==> config.mk <==
export PLATFORM = sky130hd
export DESIGN_NAME = fm_audio_decimator
export DESIGN_NICKNAME = d
export VERILOG_FILES = /design/src/rtl/fm_audio_pkg.sv /design/src/rtl/fm_deemph_iir.sv /design/src/rtl/fm_audio_decimator.sv
export SDC_FILE = /design/constraint.sdc
export NUM_CORES = 1
export LEC_CHECK = 0
export CAP_MARGIN = 25
export CORE_UTILIZATION = 35
export DETAILED_ROUTE_END_ITERATION = 7
export GPL_TIMING_DRIVEN = 0
export SKIP_LAST_GASP = 1
export SLEW_MARGIN = 30
export SYNTH_ARGS = -nofsm -noshare
export SYNTH_HDL_FRONTEND = slang
export SYNTH_SLANG_ARGS = --single-unit
==> constraint.sdc <==
create_clock -name s00_axis_aclk -period 2.79 [get_ports s00_axis_aclk]
set_input_delay 0.4185 -clock s00_axis_aclk [delete_from_list [all_inputs] [get_ports s00_axis_aclk]]
set_output_delay 0.4185 -clock s00_axis_aclk [all_outputs]
set_load 0.02 [all_outputs]
==> src/rtl/fm_audio_pkg.sv <==
// ---------------------------------------------------------------------------
// fm_audio_pkg
// Shared types and helpers for the FM audio decimation path.
//   audio_sample_t : signed 16-bit audio / frequency sample
//   AUDIO_W        : width of audio_sample_t
//   state_t        : decimator FSM state (ACCUM collecting, HOLD output pending)
//   log2_decim()   : log2 of a power-of-two decimation ratio (2..256)
// ---------------------------------------------------------------------------
package fm_audio_pkg;

    localparam int AUDIO_W = 16;

    typedef logic signed [15:0] audio_sample_t;

    typedef enum logic {
        ACCUM = 1'b0,
        HOLD  = 1'b1
    } state_t;

    // Loop is bounded so it elaborates to a constant for any legal ratio.
    function automatic int log2_decim(input int decim);
        int result;
        result = 0;
        for (int i = 0; i <= 8; i++) begin
            if ((1 << i) == decim) begin
                result = i;
            end
        end
        return result;
    endfunction

endpackage

==> src/rtl/fm_deemph_iir.sv <==
// ---------------------------------------------------------------------------
// fm_deemph_iir
// First-order de-emphasis filter: y_next = y + ((avg - y) >>> DEEMPH_SHIFT).
// The state y is updated only when enable is high (one update per output).
// Ports:
//   clk     : clock
//   reset   : synchronous active-high reset, clears y
//   enable  : load y_next into y this cycle
//   avg     : decimated input sample
//   y_next  : filter output for the current avg (combinational)
// ---------------------------------------------------------------------------
module fm_deemph_iir
    import fm_audio_pkg::*;
#(
    parameter int DEEMPH_SHIFT = 4
) (
    input  logic          clk,
    input  logic          reset,
    input  logic          enable,
    input  audio_sample_t avg,
    output audio_sample_t y_next
);

    audio_sample_t            y;
    logic signed [AUDIO_W:0]  diff;
    logic signed [AUDIO_W:0]  step;
    logic signed [AUDIO_W:0]  sum_ext;

    // The difference needs 17 bits; y + step always lies between y and avg,
    // so the final result fits back into 16 bits without saturation.
    always_comb begin
        diff    = {avg[AUDIO_W-1], avg} - {y[AUDIO_W-1], y};
        step    = diff >>> DEEMPH_SHIFT;
        sum_ext = {y[AUDIO_W-1], y} + step;
        y_next  = sum_ext[AUDIO_W-1:0];
    end

    // Filter state persists across packet boundaries; only reset clears it.
    always_ff @(posedge clk) begin
        if (reset) begin
            y <= '0;
        end else if (enable) begin
            y <= y_next;
        end
    end

endmodule

==> src/rtl/fm_audio_decimator.sv <==
// ---------------------------------------------------------------------------
// fm_audio_decimator
// Averages groups of DECIM signed frequency samples from an AXI-Stream input
// into one audio sample on an AXI-Stream output. A tlast beat flushes the
// current (possibly partial) group using the same shift.
// Optional macro FM_DEEMPH_EN inserts a first-order de-emphasis filter
// (fm_deemph_iir) after the averaging stage.
// Ports:
//   s00_axis_aclk    : clock
//   s00_axis_areset  : synchronous active-high reset
//   s00_axis_tvalid/tready/tdata/tlast/tstrb : input stream, tdata[15:0] used
//   m00_axis_tvalid/tready/tdata/tlast/tstrb : output stream, tdata[15:0]
//                      signed audio, upper bits zero, tstrb 4'hF when valid
// ---------------------------------------------------------------------------
module fm_audio_decimator
    import fm_audio_pkg::*;
#(
    parameter int C_S00_AXIS_TDATA_WIDTH = 32,
    parameter int C_M00_AXIS_TDATA_WIDTH = 32,
    parameter int DECIM                  = 8,
    parameter int DEEMPH_SHIFT           = 4
) (
    input  logic                                s00_axis_aclk,
    input  logic                                s00_axis_areset,
    input  logic                                s00_axis_tvalid,
    input  logic [C_S00_AXIS_TDATA_WIDTH-1:0]   s00_axis_tdata,
    input  logic                                s00_axis_tlast,
    input  logic [C_S00_AXIS_TDATA_WIDTH/8-1:0] s00_axis_tstrb,
    output logic                                s00_axis_tready,
    input  logic                                m00_axis_tready,
    output logic                                m00_axis_tvalid,
    output logic [C_M00_AXIS_TDATA_WIDTH-1:0]   m00_axis_tdata,
    output logic                                m00_axis_tlast,
    output logic [C_M00_AXIS_TDATA_WIDTH/8-1:0] m00_axis_tstrb
);

    localparam int LOG2_DECIM = log2_decim(DECIM);
    localparam int ACC_W      = AUDIO_W + LOG2_DECIM;
    localparam logic [LOG2_DECIM-1:0] LAST_COUNT = LOG2_DECIM'(DECIM - 1);

    state_t                  state;
    logic signed [ACC_W-1:0] acc;
    logic signed [ACC_W-1:0] sum;
    logic signed [ACC_W-1:0] sum_shifted;
    logic [LOG2_DECIM-1:0]   count;
    audio_sample_t           sample;
    audio_sample_t           avg;
    audio_sample_t           out_sample;
    logic [AUDIO_W-1:0]      out_bits;
    logic                    accept;
    logic                    dump;

    // Upper tdata bits and tstrb carry no information for this block.
    logic unused_inputs;
    assign unused_inputs = ^{s00_axis_tstrb, s00_axis_tdata[C_S00_AXIS_TDATA_WIDTH-1:AUDIO_W]};

    // The input may advance whenever the output register is empty or is being
    // drained this cycle, so a dump can never overwrite an untaken result.
    assign s00_axis_tready = (state == ACCUM) || m00_axis_tready;
    assign accept          = s00_axis_tvalid && s00_axis_tready;
    assign dump            = accept && ((count == LAST_COUNT) || s00_axis_tlast);

    // Accumulator is wide enough for DECIM full-scale samples. The shift is
    // arithmetic on a signed value, giving floor rounding; a partial tlast
    // group is deliberately not renormalised.
    always_comb begin
        sample      = s00_axis_tdata[AUDIO_W-1:0];
        sum         = acc + {{LOG2_DECIM{sample[AUDIO_W-1]}}, sample};
        sum_shifted = sum >>> LOG2_DECIM;
        avg         = sum_shifted[AUDIO_W-1:0];
    end

`ifdef FM_DEEMPH_EN
    audio_sample_t y_next;

    fm_deemph_iir #(
        .DEEMPH_SHIFT(DEEMPH_SHIFT)
    ) u_deemph (
        .clk    (s00_axis_aclk),
        .reset  (s00_axis_areset),
        .enable (dump),
        .avg    (avg),
        .y_next (y_next)
    );

    assign out_sample = y_next;
`else
    localparam int unused_deemph_shift = DEEMPH_SHIFT;

    assign out_sample = avg;
`endif

    assign out_bits = out_sample;

    // Group accumulation: clears on the dumping beat so the next accepted beat
    // starts a fresh group at count 0.
    always_ff @(posedge s00_axis_aclk) begin
        if (s00_axis_areset) begin
            acc   <= '0;
            count <= '0;
        end else if (accept) begin
            if (dump) begin
                acc   <= '0;
                count <= '0;
            end else begin
                acc   <= sum;
                count <= count + 1'b1;
            end
        end
    end

    // Output FSM: HOLD mirrors m00_axis_tvalid. A dump always reloads the
    // output (including when the previous result is being taken this cycle);
    // otherwise a taken output returns the FSM to ACCUM.
    always_ff @(posedge s00_axis_aclk) begin
        if (s00_axis_areset) begin
            state           <= ACCUM;
            m00_axis_tvalid <= 1'b0;
            m00_axis_tdata  <= '0;
            m00_axis_tlast  <= 1'b0;
            m00_axis_tstrb  <= '0;
        end else if (dump) begin
            state           <= HOLD;
            m00_axis_tvalid <= 1'b1;
            m00_axis_tdata  <= C_M00_AXIS_TDATA_WIDTH'(out_bits);
            m00_axis_tlast  <= s00_axis_tlast;
            m00_axis_tstrb  <= '1;
        end else if (m00_axis_tvalid && m00_axis_tready) begin
            state           <= ACCUM;
            m00_axis_tvalid <= 1'b0;
            m00_axis_tstrb  <= '0;
        end
    end

endmodule
==> summary.md, run 1 <==
| Metric | Value |
|---|---|
| Result of the run | complete, no violations |
| Area Overhead vs Synth | 30.43% |
| Yosys top cell by area | dfxtp_1 |
| # IOs | 80 |
| Global Route met1 Usage | 22.50% |
| Remaining DRCs | 0 |
| Commonest cells after routing, fill and taps aside | clkdlybuf4s50_1 (43), dfxtp_1 (40), nand2_1 (34) |
| Predominant post-synthesis flop cell | dfxtp_1 |
| DP HPWL | about 5 mm |
| Vias in the first global route | 2140 |
| FP Rows | 31 |
| Worst R2R Start | acc[0]$_SDFFE_PP0P_ |
| Final Hold Fails | 0 |
| Minimum clock period | roughly 2700 ps |
| Synth async-reset ratio | 0% |
| Setup violators final | 0 |
| CP peak stage delay | approximately 410 ps |
| Grt peak-use layer | met2 |
| Synthesized instance count | between 300 and 400 |
| Starting Density | 36.02% |
| Worst slew pin tran | 614.0 ps |
| M2 GR Usage | approximately 29% |
| CTS Root Cell | clkbuf_8 |
| Met3 Usage GRT | under 10% |
| Worst Setup Path Type | input pin to flop |
| Non-Filler Instances | just under 500 |
| WP data arrival | about 2900 ps |
| R2r setup slk | approximately 300 ps |
| Chip width | about 88 um |
| GRT overflow | 0 |
| Via count | 2446 |
| CP Max Fanout | 4 |
| Worst IR Drop VDD | a little over 0.2 mV |
| Startpoint Class | input pin |
| Final GP Congestion | roughly 0.89 |
| MaxCap Viol Count | 0 |
| Worst path required time | around 3000 ps |
| Cells on Worst Hold Path | 2 |
| Max clock buf depth | 2 |
| Endpoint class of the critical path | flop |
| EDFF count, synth | 0 |
| Max Fclk | ~370 MHz |
| FF-to-FF path depth | 10 |
| RSZ-0062 raised after global routing | true |
| CP Cell Sequence | clkdlybuf4s50_1 -> ha_2 -> fa_2 -> a21o_1 -> and4_4 -> buf_4 -> o21a_1 -> o21a_1 -> or3_1 -> a32oi_1 -> nor2_1 |
| Commonest non-fill, non-tap cell in the layout | clkdlybuf4s50_1 |
| Skew-Pair Late Insertion Delay | about 300 ps |
| Slowest cell on crit path | clkdlybuf4s50_1 |
| Die H | between 80 and 90 um |
| Min-delay src | m00_axis_tdata[8]$_SDFFE_PP0P_ |
| Yosys top cell area share | between 30% and 40% |
| Largest delay share family, worst path | compound AO/OA/AOI/OAI gates |
| CTS tree | yes |
| Initial antenna violation count | 0 |
| Relative slew margins | roughly three fifths |
| Final wirelength | ~6.6 mm |
| Floorplan Core Area | around 7200 um2 |
| Post-synth cell types | 54 |
| Inst Count DP | between 400 and 500 |
| Clock Sinks | 40 |
| Tightest Hold Check Type | flop to flop |
| P_leak | ~1.4 nW |
| PortBufs | 43 |
| Inserted Diodes | 0 |
| Max H-tree Level | 2 |
| Antenna Nets Post-Route | 0 |
| DIE AREA | 7774 um2 |
| Total GRT Usage | between 10% and 20% |
| CTS Buf Count | 5 |
| Avg Synthesized Cell Area | 8.276 um2 |
| Pre-CTS setup slack | -373.9 ps |
| Reg-to-reg endpoint | acc[8]$_SDFFE_PP0P_ |
| DRT iter0 DRCs | 95 |
| Final worst setup slack | approximately 85 ps |
| Wire length per cell | around 14 um |
| Hold EP | m00_axis_tdata[8]$_SDFFE_PP0P_ |
| Share of cells above drive strength 1 | roughly 13% |
| Tcrit/Tclk final | 96.97% |
| Crit path top cell by count | o21a_1 |
| Area contributors post-synth | dfxtp_1 (31%), ha_1 (9.6%), buf_4 (5.8%) |
| Drt first pass iters | 4 |
| WP buf/inv | 2 |
| Clock skew | between 7 and 8 ps |
| Post-Syn Area | around 2600 um2 |
| Maximum number of pins on one net before global-route repair | 13 |
| Vias per cell | 5.085 |
| Power Density | between 400 and 500 nW/um2 |
| Seq/Total Area, Yosys | around 30% |
| First-pass GRT wire length | slightly above 10 mm |
| Clock transition at the registers of the reported paths | 80 ps |
| Nets | between 400 and 500 |
| YS warnings | 0 |
| Yosys reg bits | 40 |
| Fin. max-slew vios | 0 |
## timing repair
item / CTS / global route
hold buffers: 0 / 0
buffers inserted: 2 / 0
pin swaps: 6 / 1
gates resized for setup: 2 / 3
setup endpoints to repair: 2 / 6
## tightest hold or removal path, delay by kind of cell (launching register included)
kind	cells	cell delay, ps
AOI/OAI and AO/OA	1	50
and+or+nand+nor	1	50
DFF	1	310
## flip-flops by register name, indices dropped and copies added, names as in the netlist
name / count
m00_axis_tdata: 16
m00_axis_tlast: 1
m00_axis_tstrb: 1
acc: 19
count: 3
## cell usage after synthesis, types with 3 or more instances
library cell   n
nand4_1        3
nand2b_1       3
o311ai_0       4
a22oi_1       15
a21o_1        12
o21ai_0        7
nand3b_1       8
dfxtp_1       40
buf_4         20
xor2_1         4
nand4b_1       3
ha_1          20
nand3_1       10
nor3_1         5
o21a_1         3
nor2_1        29
clkbuf_1      11
a21oi_1       27
inv_1          4
o211ai_1       3
nand2_1       34
xnor2_1        6
## worst max path at each step
stage                                            to  depth (start not counted)         startpoint
floorplan           m00_axis_tdata[15]$_SDFFE_PP0P_                          9  s00_axis_tdata[0]
global placement               acc[13]$_SDFFE_PP0P_                          7    m00_axis_tready
detailed placement  m00_axis_tdata[15]$_SDFFE_PP0P_                         10  s00_axis_tdata[0]
CTS                 m00_axis_tdata[12]$_SDFFE_PP0P_                          8  s00_axis_tdata[1]
global route        m00_axis_tdata[12]$_SDFFE_PP0P_                          8  s00_axis_tdata[1]
finish                          acc[8]$_SDFFE_PP0P_                         11  s00_axis_tdata[0]
## power by group
group          leakage [nW]  total [mW]  internal (mW)  switching, mW
sequential            0.327       0.626          0.605         0.0211
combinational          1.03       0.445          0.198          0.247
clock                0.0642       0.561          0.352          0.209
total                  1.42        1.63           1.16          0.477
## per-layer routing
metal | part of all wire (%) | wire [um] | up-vias
li1 | - | - | 1243
met1 | 47 | 3080 | 1141
met2 | 48 | 3136 | 59
met3 | 5.3 | 346 | 3
met4 | 0.32 | 21 | 0
met5 | 0 | 0 | -
## layout make-up
cell class / instances / area, um2
clock inverters: 2 / 60.06
repair buffers: 46 / 452.9
fillers: 753 / 3825
plain buffers: 37 / 247.7
well taps: 99 / 123.9
inverters: 4 / 15.01
flip-flops and latches: 40 / 800.8
multi-input cells: 248 / 1620
clock buffers: 5 / 68.82
## kinds of logic after synthesis
logic type | Yosys count | share of synthesized area, %
adder cells (fa/ha/maj) | 21 | 10.40
AO/OA/AOI/OAI | 92 | 24.41
flip-flops | 40 | 30.81
XOR/XNOR | 10 | 3.370
buffers and inverters | 41 | 10.11
AND/OR/NAND/NOR | 109 | 20.75
other | 1 | 0.1443
## through the flow
step	power [mW]	cell area (um2)	utilization, %	setup TNS, ps	hold WS, ps
after detailed placement	1.077	3222	44.66	-2902	449.7
after floorplan	0.9369	2655	-	0	457.8
after global placement	1.073	3209	44.48	-7061	450.1
after CTS	1.643	3371	46.72	0	464.4
after global routing	1.718	3390	46.98	-20.69	485.9
final	1.633	3390	46.98	0	458.5
Note: power is estimated with default switching activity, not from simulation.
==> inputs of run 2 (changes only) <==
--- a/config.mk
+++ b/config.mk
@@ -8,9 +8,11 @@
 export CAP_MARGIN = 25
 export CORE_UTILIZATION = 35
 export DETAILED_ROUTE_END_ITERATION = 7
+export GPL_ROUTABILITY_DRIVEN = 0
 export GPL_TIMING_DRIVEN = 0
 export SKIP_LAST_GASP = 1
 export SLEW_MARGIN = 30
 export SYNTH_ARGS = -nofsm -noshare
 export SYNTH_HDL_FRONTEND = slang
+export SYNTH_HIERARCHICAL = 1
 export SYNTH_SLANG_ARGS = --single-unit
==> constraint.sdc (replaced) <==
create_clock -name s00_axis_aclk -period 2.79 [get_ports s00_axis_aclk]
set_input_delay 0.4185 -clock s00_axis_aclk [delete_from_list [all_inputs] [get_ports s00_axis_aclk]]
set_output_delay 0.4185 -clock s00_axis_aclk [all_outputs]
set_load 0.01 [all_outputs]
==> results of run 2 <==
Same layout as run 1 (identical final DEF). Status: complete, no violations.
Main changes from that run: Yosys warning count 0 -> 6; total power 1.633 mW -> 1.607 mW
